--- config.mk ---
export PLATFORM = sky130hd
export DESIGN_NAME = des_key_scheduler
export DESIGN_NICKNAME = d
export VERILOG_FILES = /design/src/rtl/des_pkg.sv /design/src/rtl/des_pc2.sv /design/src/rtl/des_key_scheduler.sv
export SDC_FILE = /design/constraint.sdc
export NUM_CORES = 1
export LEC_CHECK = 0
export CAP_MARGIN = 20
export CORE_MARGIN = 1.5
export CORE_UTILIZATION = 45
export CTS_CLUSTER_SIZE = 10
export DETAILED_ROUTE_END_ITERATION = 10
export GPL_TIMING_DRIVEN = 0
export PLACE_DENSITY = 0.79
export REMOVE_ABC_BUFFERS = 1
export SLEW_MARGIN = 0
export SYNTH_ARGS = -nofsm -noshare
export SYNTH_HDL_FRONTEND = slang
export SYNTH_HIERARCHICAL = 1
export SYNTH_SLANG_ARGS = --single-unit
export TNS_END_PERCENT = 1
--- constraint.sdc ---
create_clock -name Clk -period 2.6 [get_ports Clk]
set_input_delay 0.26 -clock Clk [delete_from_list [all_inputs] [get_ports Clk]]
set_output_delay 0.26 -clock Clk [all_outputs]
set_load 0.1 [all_outputs]
--- src/rtl/des_pkg.sv ---
`default_nettype none
// ============================================================================
//  Module   : des_pkg
//  Brief    : DES key-schedule constants (PC1, PC2, shift table), widths,
//             state encoding and 28-bit half-key rotation helpers.
//             Bit index i of any vector corresponds to FIPS bit i+1.
//  Revision : 1.0 - initial release
// ============================================================================
package des_pkg;

    localparam int KEY_W    = 64;
    localparam int CD_W     = 28;
    localparam int SUBKEY_W = 48;

    // PC1: 0-based source bit in Key for each of the 56 C||D bits.
    localparam int c_pc1 [0:55] = '{
        56, 48, 40, 32, 24, 16,  8,
         0, 57, 49, 41, 33, 25, 17,
         9,  1, 58, 50, 42, 34, 26,
        18, 10,  2, 59, 51, 43, 35,
        62, 54, 46, 38, 30, 22, 14,
         6, 61, 53, 45, 37, 29, 21,
        13,  5, 60, 52, 44, 36, 28,
        20, 12,  4, 27, 19, 11,  3
    };

    // PC2: 0-based source bit in C||D (C = 0..27, D = 28..55) per subkey bit.
    localparam int c_pc2 [0:47] = '{
        13, 16, 10, 23,  0,  4,
         2, 27, 14,  5, 20,  9,
        22, 18, 11,  3, 25,  7,
        15,  6, 26, 19, 12,  1,
        40, 51, 30, 36, 46, 54,
        29, 39, 50, 44, 32, 47,
        43, 48, 38, 55, 33, 52,
        45, 41, 49, 35, 28, 31
    };

    // Per-round shift amounts S[1..16], stored 0-based.
    localparam logic [1:0] c_shift [0:15] = '{
        2'd1, 2'd1, 2'd2, 2'd2, 2'd2, 2'd2, 2'd2, 2'd2,
        2'd1, 2'd2, 2'd2, 2'd2, 2'd2, 2'd2, 2'd2, 2'd1
    };

    typedef enum logic [0:0] {
        IDLE = 1'b0,
        EMIT = 1'b1
    } state_t;

    // Rotate left: new[i] = old[(i+s) mod 28]; s is 1 or 2.
    function automatic logic [CD_W-1:0] rotl28(input logic [CD_W-1:0] x,
                                               input logic [1:0] s);
        return (s == 2'd2) ? {x[1:0], x[CD_W-1:2]} : {x[0], x[CD_W-1:1]};
    endfunction

    // Rotate right: new[i] = old[(i-s) mod 28]; s is 1 or 2.
    function automatic logic [CD_W-1:0] rotr28(input logic [CD_W-1:0] x,
                                               input logic [1:0] s);
        return (s == 2'd2) ? {x[CD_W-3:0], x[CD_W-1:CD_W-2]} : {x[CD_W-2:0], x[CD_W-1]};
    endfunction

endpackage
`default_nettype wire

--- src/rtl/des_pc2.sv ---
`default_nettype none
// ============================================================================
//  Module   : des_pc2
//  Brief    : Combinational DES PC2 permutation, 56-bit C||D to 48-bit
//             subkey. Shared with the round datapath.
//  Revision : 1.0 - initial release
// ============================================================================
module des_pc2
    import des_pkg::*;
(
    input  logic [2*CD_W-1:0]   i_cd,
    output logic [SUBKEY_W-1:0] o_subkey
);

    for (genvar i = 0; i < SUBKEY_W; i++) begin : g_pc2
        assign o_subkey[i] = i_cd[c_pc2[i]];
    end

endmodule
`default_nettype wire

--- src/rtl/des_key_scheduler.sv ---
`default_nettype none
// ============================================================================
//  Module   : des_key_scheduler
//  Brief    : Sequential DES round-key generator. Applies PC1 to the key,
//             then streams the 16 subkeys over valid/ready, K1..K16 for
//             encrypt (left rotations) or K16..K1 for decrypt (right).
//  Revision : 1.0 - initial release
// ============================================================================
module des_key_scheduler
    import des_pkg::*;
(
    input  logic                Clk,
    input  logic                Rst,
    input  logic                Start,
    input  logic [KEY_W-1:0]    Key,
    input  logic                Decrypt,
    input  logic                SubKeyReady,
    output logic                SubKeyValid,
    output logic [SUBKEY_W-1:0] SubKey,
    output logic [3:0]          Round,
    output logic                Busy,
    output logic                Done
);

    state_t                r_state;
    state_t                w_state_nxt;
    logic                  r_mode;
    logic [3:0]            r_round;
    logic [CD_W-1:0]       r_c;
    logic [CD_W-1:0]       r_d;
    logic [CD_W-1:0]       w_c_nxt;
    logic [CD_W-1:0]       w_d_nxt;
    logic [SUBKEY_W-1:0]   r_subkey;
    logic [SUBKEY_W-1:0]   w_subkey_nxt;
    logic                  r_done;
    logic                  w_load;
    logic                  w_adv;
    logic                  w_last;
    logic [1:0]            w_shamt;
    logic [2*CD_W-1:0]     w_pc1;
    logic [7:0]            w_unused_parity;

    // PC1 permutation of the raw key; parity bits are deliberately dropped.
    for (genvar i = 0; i < 2*CD_W; i++) begin : g_pc1
        assign w_pc1[i] = Key[c_pc1[i]];
    end

    for (genvar j = 0; j < 8; j++) begin : g_parity
        assign w_unused_parity[j] = Key[8*j+7];
    end

    // State register.
    always_ff @(posedge Clk) begin
        if (Rst) begin
            r_state <= IDLE;
        end else begin
            r_state <= w_state_nxt;
        end
    end

    // Next-state logic: load on Start in IDLE, advance or finish on handshake.
    always_comb begin
        w_state_nxt = r_state;
        w_load      = 1'b0;
        w_adv       = 1'b0;
        w_last      = 1'b0;
        case (r_state)
            IDLE: begin
                if (Start) begin
                    w_load      = 1'b1;
                    w_state_nxt = EMIT;
                end
            end
            EMIT: begin
                if (SubKeyReady) begin
                    if (r_round == 4'd15) begin
                        w_last      = 1'b1;
                        w_state_nxt = IDLE;
                    end else begin
                        w_adv = 1'b1;
                    end
                end
            end
            default: w_state_nxt = IDLE;
        endcase
    end

    // Next C/D: encrypt loads pre-rotated by S[1], decrypt loads C0D0 (= C16D16).
    always_comb begin
        w_c_nxt = r_c;
        w_d_nxt = r_d;
        w_shamt = r_mode ? c_shift[4'd15 - r_round] : c_shift[r_round + 4'd1];
        if (w_load) begin
            if (Decrypt) begin
                w_c_nxt = w_pc1[CD_W-1:0];
                w_d_nxt = w_pc1[2*CD_W-1:CD_W];
            end else begin
                w_c_nxt = rotl28(w_pc1[CD_W-1:0], c_shift[0]);
                w_d_nxt = rotl28(w_pc1[2*CD_W-1:CD_W], c_shift[0]);
            end
        end else if (w_adv) begin
            if (r_mode) begin
                w_c_nxt = rotr28(r_c, w_shamt);
                w_d_nxt = rotr28(r_d, w_shamt);
            end else begin
                w_c_nxt = rotl28(r_c, w_shamt);
                w_d_nxt = rotl28(r_d, w_shamt);
            end
        end
    end

    des_pc2 u_pc2 (
        .i_cd     ({w_d_nxt, w_c_nxt}),
        .o_subkey (w_subkey_nxt)
    );

    // Datapath registers: C/D, mode, round counter, registered subkey, Done pulse.
    always_ff @(posedge Clk) begin
        if (Rst) begin
            r_mode   <= 1'b0;
            r_round  <= 4'd0;
            r_c      <= '0;
            r_d      <= '0;
            r_subkey <= '0;
            r_done   <= 1'b0;
        end else begin
            r_c    <= w_c_nxt;
            r_d    <= w_d_nxt;
            r_done <= w_last;
            if (w_load) begin
                r_mode  <= Decrypt;
                r_round <= 4'd0;
            end else if (w_adv) begin
                r_round <= r_round + 4'd1;
            end else if (w_last) begin
                r_round <= 4'd0;
            end
            if (w_load || w_adv) begin
                r_subkey <= w_subkey_nxt;
            end
        end
    end

    assign SubKeyValid = (r_state == EMIT);
    assign Busy        = (r_state != IDLE);
    assign SubKey      = r_subkey;
    assign Round       = r_round;
    assign Done        = r_done;

endmodule
`default_nettype wire

# After elaboration in Yosys (flattened, before gate mapping)
# Memory sizes are Yosys's and may differ from the RTL's.
# Index checks and enable logic that the tools add are counted.
# classes
add_sub_neg	2
magnitude_cmp	2
eq_ne	2
mux	29
n_bitwise	3
reduce_logical	4
# ops
operator	n
$mux W28	12
$ge A5 B5 Y1 const B	2
$mux W2	5
$not A4 Y5	2
$mux W1	9
$mux W4	2
$add A4 B1 Y4 const B	1
$eq A4 B4 Y1 const B	1
$reduce_bool A2 Y1	2
$sub A4 B4 Y4 const A	1
$eq A2 B2 Y1 const B	1
$pmux W1 S2	1
$reduce_or A2 Y1	1
$logic_or A1 B1 Y1	1
$not A1 Y1	1
# word_totals
regBits	111
romBits	64
in_bits	69
out_inout_bits	55
wordCells	53
n_memories	2
# memory_table
memory	words	width	rd	rd_clocked_by_memory_dff	wr	line_no	source
(no name shown)	16	2	1	0	0	des_key_scheduler.sv:92	w_shamt = r_mode ? c_shift[4'd15 - r_round] : c_shift[r_round + 4'd1];
(no name shown)	16	2	1	0	0	des_key_scheduler.sv:92	

# Depth between registers and ports, before layout
# Gate-level depths: netlist of run 1.
# logic_depth
ltp_word	11
mapped_depth	13
mapped_depth_nobuf	10

# By module
# The synthesis of run 1 kept the hierarchy.
# by_module_without_submodules
mod	n_inst	cells_each	area_each_um2	seq_area_each_um2
des_key_scheduler	1	968	7414.6	2222.1
des_pc2	1	48	360.3	0.0

# Worst setup path after synthesis of run 1
# Ideal clock, no wire load.
# synth_timing
path_type	register to register
start	reg r_round[0], in the netlist Round[0]
end	reg r_subkey[20], in the netlist SubKey[20]
setup_ps	132
t_arrival_ps	3164
t_required_ps	2468
setup_slack_ps	-696
stages_incl_launch_ff	13
path_buffers	3
synth_period_minus_slack_ps	3296
path_cell_list	dfxtp_1 > inv_1 > ha_1 > or3_1 > o31a_1 > buf_2 > clkbuf_1 > a31o_1 > a21oi_2 > o31ai_1 > buf_4 > nand2_1 > a21oi_1
# synth_via
elab_chain_cells	11
word_cells_on_any_way	22
cone_classes	2 x add/sub; 2 x eq/ne; 13 x mux; 2 x bitwise; 1 x reduce/logical; 2 x memory
# synth_rtl
item	line_no	source
start, declared	des_key_scheduler.sv:28	logic [3:0] r_round;
start signal, assigned	des_key_scheduler.sv:134	r_round <= r_round + 4'd1;
$add A4 B1 Y4 / $sub A4 B4 Y4 (equally long branches)	des_key_scheduler.sv:92	
$not A4 Y5 (implied by the code)	des_key_scheduler.sv:92	
$mem_v2 Z16 W2	-	
$mux W2 (implied by the code) (2 in series)	des_key_scheduler.sv:92	
$mux W2	des_key_scheduler.sv:92	
$eq A2 B2 Y1	des_pkg.sv:53, des_pkg.sv:59	
$mux W28 (on tied branches)	des_pkg.sv:53, des_pkg.sv:59	
$mux W28	des_key_scheduler.sv:102	if (r_mode) begin
$mux W28 (*)	des_key_scheduler.sv:101	end else if (w_adv) begin
$mux W28 (*)	des_key_scheduler.sv:93	if (w_load) begin
net w_c_nxt[26]	des_key_scheduler.sv:31	logic [CD_W-1:0] w_c_nxt;
end signal, assigned	des_key_scheduler.sv:139	r_subkey <= w_subkey_nxt;
end, declared	des_key_scheduler.sv:33	logic [SUBKEY_W-1:0] r_subkey;
# Mark *: on every way through the listed nets, which the timed path passes. The rest lies on a longest branch. The select of a mux whose other input is x is not followed.
# A chain may end at the register's enable or synchronous reset.

# Final worst setup path of run 1
# layout_timing
start	reg r_round[1], in the netlist Round[1]
end	reg r_subkey[32], in the netlist SubKey[32]
# layout_via
elab_chain_cells	11
word_cells_on_any_way	22
cone_classes	2 x add/sub; 2 x eq/ne; 13 x mux; 2 x bitwise; 1 x reduce/logical; 2 x memory
# layout_rtl
item	line_no	source
$add A4 B1 Y4 / $sub A4 B4 Y4 (equally long branches)	des_key_scheduler.sv:92	
$not A4 Y5 (implied by the code)	des_key_scheduler.sv:92	
$mem_v2 Z16 W2	-	
$mux W2 (implied by the code) (2 in series)	des_key_scheduler.sv:92	
$mux W2	des_key_scheduler.sv:92	
$eq A2 B2 Y1	des_pkg.sv:53, des_pkg.sv:59	
$mux W28 (on tied branches)	des_pkg.sv:53, des_pkg.sv:59	
$mux W28	des_key_scheduler.sv:102	
$mux W28 (*)	des_key_scheduler.sv:101	
$mux W28 (*)	des_key_scheduler.sv:93	
net w_d_nxt[22]	des_key_scheduler.sv:32	logic [CD_W-1:0] w_d_nxt;
# Marks and branches as above.

==> impl_metrics.json, run 1 <==
{
  "hpwl_um": 13400,
  "insertion_delay_ns": 0.36,
  "synth_area_um2": 7710,
  "finalWirelength_um": 25400,
  "met1_usage_pct": 33.0,
  "crit_type": "reg2reg",
  "cp_max_fo": 8,
  "detail_route.wl_per_cell_um": 20.2,
  "antenna_left": 0,
  "stdcell_area_um2": 9540,
  "remaining_drc_errors": 0,
  "synth_cells": 1008,
  "htree_levels": 3,
  "timing.slew.headroom_pct": 33.8,
  "pre_cts_ws_ns": -1.05,
  "core-area_um2": 16600,
  "std_cell_rows": 47,
  "maxSlewViolCount": 0,
  "whs_ns": 0.430,
  "r2r_cells": 11,
  "overflow": 0,
  "ctsHoldBuffers": 0,
  "nets": 1110,
  "die_h_um": 134,
  "cp.arrival_ns": 2.92,
  "setup_violations": 2,
  "num_io_pins": 124,
  "r2r_slack_ns": -0.03,
  "cts_root_buf": "clkbuf_16",
  "gr-usage-all-layers_pct": 26.1,
  "viasPerCell": 6.39,
  "cts_tree": "built",
  "failed_checks": "negative setup slack",
  "grt_max_degree": 66,
  "final-hold-violation-count": 0,
  "fmax_ghz": 0.380,
  "pwr_density_cell_nw_per_um2": 551,
  "numCtsBuffers": 9,
  "vias": 8052,
  "drt_iter0_drc": 965,
  "cap_viol_max_count": 0,
  "die_w_um": 134,
  "cp.required_ns": 2.89,
  "numPortBuffers": 115,
  "areaGrowthSynthToFinish_pct": 23.7,
  "ir_drop_mv": 0.575,
  "place.gp.congestion": 0.776,
  "layout-drive-gt1-share_pct": 15.7,
  "clockBufferDepth": 2,
  "crit_chain": "buf_2 -> ha_4 -> nor4b_4 -> buf_4 -> or4_4 -> buf_12 -> nand2_8 -> a21oi_2 -> o31ai_1 -> nand2_1 -> a21oi_1",
  "antenna_found_initial": 0,
  "busiest_layer": "met2",
  "fin_crit_ns": 2.63,
  "met2_usage_pct": 44.6,
  "reg2reg_to": "SubKey[32]",
  "tns_ns": -0.0511,
  "final.setup_skew_ns": 0.00702,
  "diodes": 0,
  "min_path_cells": 2,
  "hp-class": "in2reg",
  "fin_crit_sh_pct": 101,
  "startpoint_type": "register",
  "critPathMaxStageDelay_ns": 0.51,
  "crit_start": "Round[1]",
  "avgSynthCellArea_um2": 7.65,
  "path_clk_slew_ns": 0.08,
  "use_met3_pct": 4.12,
  "min_to": "SubKey[5]",
  "drt_first_pass_iters": 5,
  "placed_cell_area_um2": 8590,
  "worst_slack_ns": -0.0313,
  "yosysWarnings": 6,
  "grt_pass1_vias": 7347,
  "crit_slowest_cell": "or4_4",
  "tightest_slew_ns": 0.990,
  "clock_sinks": 111,
  "outcome": "complete, but fails checks",
  "timing.rr.start": "Round[1]",
  "end_kind": "register",
  "start_util_pct": 46.4,
  "dieArea_um2": 17900,
  "grt_pass1_wl_um": 38100,
  "hp-start": "Rst",
  "p_leak_nw": 3.46
}
==> worst max-delay path, delay by kind of cell (launching register included) <==
| kind | cells | cell delay (ns) |
|---|---|---|
| and+or+nand+nor | 4 | 0.83 |
| adders and majority gates | 1 | 0.19 |
| AOI/OAI and AO/OA | 3 | 0.62 |
| DFF | 1 | 0.39 |
| buffers and inverters | 3 | 0.52 |
==> state kept, by name, indices dropped and copies added, names as in the netlist <==
name,flops
SubKey,48
r_c,28
r_d,28
Round,4
Busy,1
Done,1
r_mode,1
==> power by group <==
group	internal, mW	switching [mW]
registers	1.82	0.144
clock network	1.09	0.686
logic	0.537	0.977
==> repair_timing <==
item | CTS | global route
setup endpoints to repair | 104 | 70
setup buffers | 4 | 19
pin swaps | 4 | 10
endpoints found under the hold margin | 0 | 0
resized for setup | 21 | 18
cloned | 7 | 6
==> layer usage <==
metal | wire length, µm | up-vias
li1 | - | 3671
met1 | 10400 | 3877
met2 | 12200 | 430
met3 | 1980 | 74
met4 | 854 | 0
met5 | 0 | -
==> through the flow <==
step	std cells	power, mW	util (%)
2_1_floorplan	860	2.95	-
3_3_place_gp	1195	3.40	49.6
3_5_place_dp	1208	3.44	51.6
4_1_cts	1235	5.22	55.4
5_1_grt	1260	5.44	57.3
6_report	1260	5.25	57.3
==> placed cells by master (no fill, tap or decap), drive strengths merged <==
cell / count
nand2: 220
a21oi: 163
clkdlybuf4s50: 113
dfxtp: 111
nor2: 63
a31o: 57
and3: 56
mux2i: 56
o32ai: 56
o31ai: 48
buf: 38
clkbuf: 12
nor3: 8
ha: 6
or4: 4
bufinv: 4
nand3: 4
a31oi: 3
xor2: 2
nor4b: 2
nand2b: 2
nor2b: 2
inv: 2
o31a: 2
and2: 1
or3: 1
a211oi: 1
a22oi: 1
clkinvlp: 1
bufbuf: 1
==> worst max path at each step <==
| stage | to | depth (start not counted) |
|---|---|---|
| 6_report | SubKey[32] | 11 |
| 5_1_grt | SubKey[32] | 12 |
| 4_1_cts | SubKey[39] | 10 |
| 3_5_place_dp | SubKey[39] | 8 |
| 3_3_place_gp | SubKey[8] | 8 |
| 2_1_floorplan | SubKey[15] | 6 |
==> final cells by class <==
class                      count  area [µm²]
multi-input combinational    758        4940
inverter                       2        7.51
clock inverter                 5         128
sequential                   111        2240
fill                        1527        7100
timing repair buffer         153        1700
tap                          220         275
clock buffer                  11         253
No activity file was read; power rests on OpenSTA's default activity.
==> run 2, diff against run 1 <==
PLACE_DENSITY = 0.7   (was 0.79)
==> run 2 against run 1 <==
Effect of this change:
- critical endpoint is now SubKey[42]
- the flow still finishes with violations (negative setup slack)
- global-route usage rose by 0.20 points
- core utilization fell by 0.075 points
- wire length fell by 0.84%
==> impl_metrics.json, run 2 (synthesized netlist as in run 1, its figures left out) <==
{
  "numPortBuffers": 115,
  "cap_viol_max_count": 0,
  "pwr_density_cell_nw_per_um2": 554,
  "areaGrowthSynthToFinish_pct": 23.5,
  "clock_sinks": 111,
  "insertion_delay_ns": 0.36,
  "grt_pass1_vias": 7181,
  "die_h_um": 134,
  "remaining_drc_errors": 0,
  "drt_iter0_drc": 1036,
  "start_util_pct": 46.4,
  "cp.arrival_ns": 2.91,
  "finalWirelength_um": 25200,
  "viasPerCell": 6.33,
  "timing.slew.headroom_pct": 34.5,
  "diodes": 0,
  "worst_slack_ns": -0.0176,
  "numCtsBuffers": 9,
  "antenna_found_initial": 0,
  "tightest_slew_ns": 0.980,
  "drt_first_pass_iters": 5,
  "crit_top_cell": "a21oi_2",
  "gr-usage-all-layers_pct": 26.3,
  "overflow": 0,
  "rsz0062_at_grt": "true",
  "largest_reg_flops": 48,
  "crit_type": "reg2reg",
  "vias": 7923,
  "core-area_um2": 16600,
  "dieArea_um2": 17900,
  "r2r_cells": 9,
  "outcome": "complete, but fails checks",
  "stdcell_area_um2": 9530,
  "placed_cell_area_um2": 8590,
  "final-hold-violation-count": 0,
  "final_common_cell": "nand2_1",
  "crit_chain": "ha_1 -> nor3_2 -> or4_4 -> buf_4 -> a31o_1 -> a21oi_2 -> o31ai_2 -> nand2_1 -> a21oi_2",
  "cts_tree": "built",
  "crit_buf_inv": 1,
  "grt_max_degree": 81,
  "grt_pass1_wl_um": 38300,
  "ctsHoldBuffers": 0,
  "hp-class": "in2reg",
  "layout_common_cells": "212 x nand2_1, 121 x a21oi_1, 113 x clkdlybuf4s50_1",
  "fin_crit_sh_pct": 101,
  "antenna_left": 0,
  "cp_max_fo": 8,
  "r2r_slack_ns": -0.02,
  "endpoint": "SubKey[42]",
  "clockBufferDepth": 2,
  "detail_route.wl_per_cell_um": 20.2,
  "place.gp.congestion": 0.768,
  "crit_family": "simple AND/OR/NAND/NOR gates",
  "maxSlewViolCount": 0,
  "nets": 1101,
  "cp.required_ns": 2.89,
  "timing.rr.start": "Round[0]",
  "ir_drop_mv": 0.386,
  "end_kind": "register",
  "p_leak_nw": 3.41,
  "place_inst": 1208,
  "setup_violations": 1,
  "final.setup_skew_ns": 0.00834,
  "hpwl_um": 12900,
  "finalNonFillerCells": 1251,
  "htree_levels": 3,
  "cp.depth": 9,
  "critPathMaxStageDelay_ns": 0.56,
  "fmax_ghz": 0.382,
  "cts_root_buf": "clkbuf_16",
  "crit_start": "Round[0]",
  "fin_crit_ns": 2.62,
  "die_w_um": 134,
  "failed_checks": "negative setup slack",
  "num_io_pins": 124,
  "startpoint_type": "register",
  "std_cell_rows": 47,
  "layout-drive-gt1-share_pct": 15.7,
  "crit_slowest_cell": "nor3_2",
  "path_clk_slew_ns": 0.08,
  "reg2reg_to": "SubKey[42]"
}
==> run 2: cell count changes in the layout (fill, tap and decap cells not counted), moves of 2 or more <==
cell	previous run	this run
buf_12	12	10
buf_4	21	12
o31ai_1	47	39
o31ai_2	1	9
or4_4	4	6
==> run 2: worst reg2reg max path: cells and delay by family (launching register included) <==
family / cells / cell delay, ns
adders and majority gates: 1 / 0.23
buffers and inverters: 1 / 0.19
AOI/OAI and AO/OA: 4 / 0.72
and+or+nand+nor: 3 / 1.03
DFF: 1 / 0.39
==> run 2: cell type report <==
cell class / count / area [µm²]
clock buffer: 11 / 253
clock inverter: 5 / 128
fill: 1499 / 7110
inverter: 2 / 7.51
multi-input combinational: 761 / 5030
sequential: 111 / 2240
tap: 220 / 275
timing repair buffer: 141 / 1590
==> run 2: through the flow <==
stage               power (mW)  utilization, %  hold WS (ns)  setup slack, ns  TNS (ns)
finish                    5.28            57.3         0.334          -0.0176   -0.0176
detailed placement        3.44            51.6         0.444            -1.07    -86.02
global route              5.46            57.3         0.351          -0.0800    -0.178
CTS                       5.24            56.0         0.329         0.000577         0
global placement          3.41            49.6         0.440            -5.55   -554.17
floorplan                 2.95               -         0.329            -3.44   -342.57
==> run 2: worst min path at each step <==
stage,slack [ns],to,cells after the start,start
after floorplan,0.33,SubKey[0],1,Rst
after global placement,0.44,SubKey[0],2,SubKey[0]
after detailed placement,0.44,SubKey[27],2,SubKey[27]
after CTS,0.33,r_c[23],2,Rst
after global routing,0.35,r_d[2],2,Rst
final,0.33,SubKey[40],2,Rst
==> run 2: where the power goes <==
| group | internal, mW | total [mW] | switching [mW] | leakage [nW] |
|---|---|---|---|---|
| Combinational | 0.545 | 1.52 | 0.978 | 2.32 |
| Sequential | 1.82 | 1.96 | 0.141 | 0.913 |
| Clock | 1.09 | 1.80 | 0.705 | 0.182 |
| Total | 3.46 | 5.28 | 1.82 | 3.41 |
==> run 2: metal layers <==
| layer | global-route usage, % | up-vias | share of wire, % | wire, µm |
|---|---|---|---|---|
| li1 | - | 3670 | - | - |
| met1 | 35.1 | 3828 | 43 | 10800 |
| met2 | 41.3 | 369 | 46 | 11700 |
| met3 | 4.54 | 56 | 7.8 | 1980 |
| met4 | 12.5 | 0 | 3.1 | 779 |
| met5 | 0 | - | 0 | 0 |
==> run 2: repair_timing <==
item                                    4_1_cts  5_1_grt
setup buffers                                 6        6
endpoints found under the setup margin      104       52
pin swaps                                     1        8
gates cloned                                 10        5
resized for setup                            30       22
==> run 3, diff against run 2 <==
ABC_AREA = 1   (was default)
CORE_UTILIZATION = 35   (was 45)
PLACE_DENSITY = 0.56   (was 0.7)
==> run 3 against run 2 <==
Effect of this change:
- the run now ends clean
- flip-flop and latch count did not move
- clock power fell by 16%
- design area fell by 6.6%
- critical path type unchanged
- clock skew fell by 0.0015 ns
- critical endpoint is now SubKey[9]
- via count fell by 1.8%
- core utilization fell by 15 points
- area after synthesis fell by 3.2%
- total power rose by 8.2%
- highest routed layer unchanged
==> impl_metrics.json, run 3 <==
{
  "nets": 1273,
  "vias": 7777,
  "synth_cells": 1185,
  "viasPerCell": 5.26,
  "grt_pass1_vias": 7306,
  "rsz0062_at_grt": "true",
  "drt_first_pass_iters": 5,
  "cts_tree": "built",
  "die_h_um": 149,
  "htree_levels": 3,
  "fmax_ghz": 0.403,
  "hpwl_um": 13300,
  "antenna_found_initial": 0,
  "largest_reg_flops": 48,
  "layout_common_cells": "231 x nand2_1, 153 x nor2_1, 143 x nand3_1",
  "start_util_pct": 35.6,
  "cts_root_buf": "clkbuf_16",
  "synth_area_um2": 7470,
  "areaGrowthSynthToFinish_pct": 19.2,
  "detail_route.wl_per_cell_um": 16.2,
  "overflow": 0,
  "insertion_delay_ns": 0.36,
  "dieArea_um2": 22200,
  "fin_crit_ns": 2.48,
  "place.gp.congestion": 0.782,
  "fin_crit_sh_pct": 95.4,
  "r2r_cells": 10,
  "ir_drop_mv": 0.294,
  "startpoint_type": "register",
  "grt_max_degree": 63,
  "final.setup_skew_ns": 0.00688,
  "tightest_slew_ns": 1.05,
  "fillers": 2337,
  "core-area_um2": 21000,
  "worst_slack_ns": 0.119,
  "yosysWarnings": 6,
  "cap_viol_max_count": 0,
  "gr-usage-all-layers_pct": 22.2,
  "final-hold-violation-count": 0,
  "setup_violations": 0,
  "std_cell_rows": 53,
  "min_path_cells": 2,
  "final_util_pct": 42.5,
  "final_common_cell": "nand2_1",
  "cp.required_ns": 2.85,
  "avgSynthCellArea_um2": 6.30,
  "pwr_density_cell_nw_per_um2": 642,
  "diodes": 0,
  "crit_type": "reg2reg",
  "outcome": "completed",
  "pre_cts_ws_ns": -1.49,
  "multi_input_area_um2": 4290,
  "drt_iter0_drc": 597,
  "end_kind": "register",
  "numCtsBuffers": 9,
  "cp.arrival_ns": 2.74,
  "whs_ns": 0.447,
  "hp-class": "in2reg",
  "path_clk_slew_ns": 0.08,
  "finalWirelength_um": 24000,
  "p_leak_nw": 3.54,
  "clock_sinks": 111,
  "grt_pass1_wl_um": 39200,
  "num_io_pins": 124,
  "die_w_um": 149,
  "numPortBuffers": 115,
  "cp_max_fo": 28,
  "clockBufferDepth": 2,
  "remaining_drc_errors": 0,
  "tns_ns": 0,
  "seq_area_um2": 2230,
  "layout-drive-gt1-share_pct": 8.31,
  "antenna_left": 0,
  "maxSlewViolCount": 0,
  "timing.slew.headroom_pct": 29.7
}
==> run 3: changes by cell type in the layout (fill, tap and decap cells not counted), moves of 46 or more <==
cell	previous run	this run
nand3_1	2	143
inv_1	1	68
nor2_1	62	153
o21ai_0	0	121
and3_1	56	0
mux2i_1	56	0
o32ai_1	46	0
==> run 3: layer usage <==
metal / share of wire, % / vias to the layer above / track usage, %
li1: - / 3895 / -
met1: 48 / 3642 / 32.0
met2: 46 / 226 / 35.5
met3: 5.4 / 14 / 2.05
met4: 1.1 / 0 / 5.40
met5: 0 / - / 0
==> run 3: area by class of cell <==
type | count | share of cell area (%)
clock buffer | 13 | 3.03
clock inverter | 3 | 0.450
inverter | 74 | 3.26
multi-input combinational | 870 | 48.2
sequential | 111 | 25.1
tap | 275 | 3.86
timing repair buffer | 132 | 16.1
==> run 3: per-stage QoR <==
stage | std cells | total power [mW] | area [µm²]
2_1_floorplan | 1047 | 3.53 | 6590
3_3_place_gp | 1437 | 4.12 | 8080
3_5_place_dp | 1446 | 4.16 | 8290
4_1_cts | 1477 | 5.74 | 8840
5_1_grt | 1478 | 6.03 | 8900
6_report | 1478 | 5.72 | 8900
==> run 3: timing repair <==
item,CTS,global route
resized for setup,17,11
setup endpoints to repair,104,52
setup buffers,7,1
gates cloned,8,0
pin swaps,6,3
hold buffers,0,0
==> run 3: where the power goes <==
| part | total [mW] | internal (mW) | switching, mW |
|---|---|---|---|
| sequential | 2.04 | 1.88 | 0.160 |
| clock | 1.51 | 0.826 | 0.679 |
| combinational | 2.17 | 0.637 | 1.54 |
==> run 3: path summary, 6_finish.rpt <==
check	start	end	slack, ns
max	Round[2]	SubKey[9]	0.12
min	Rst	r_c[21]	0.45
max reg2reg	Round[2]	SubKey[9]	0.12
min reg2reg	SubKey[29]	SubKey[29]	0.48
==> run 3: worst max-delay path: stages (launching register included) <==
cell and delay, ns:
dfxtp_1 0.55, nand3_1 0.54, nand3_4 0.32, buf_12 0.18
nand2_8 0.18, nand2_1 0.10, nand3_1 0.09, nand3_1 0.13
nand2_1 0.05, o21ai_0 0.16, nor2_1 0.05
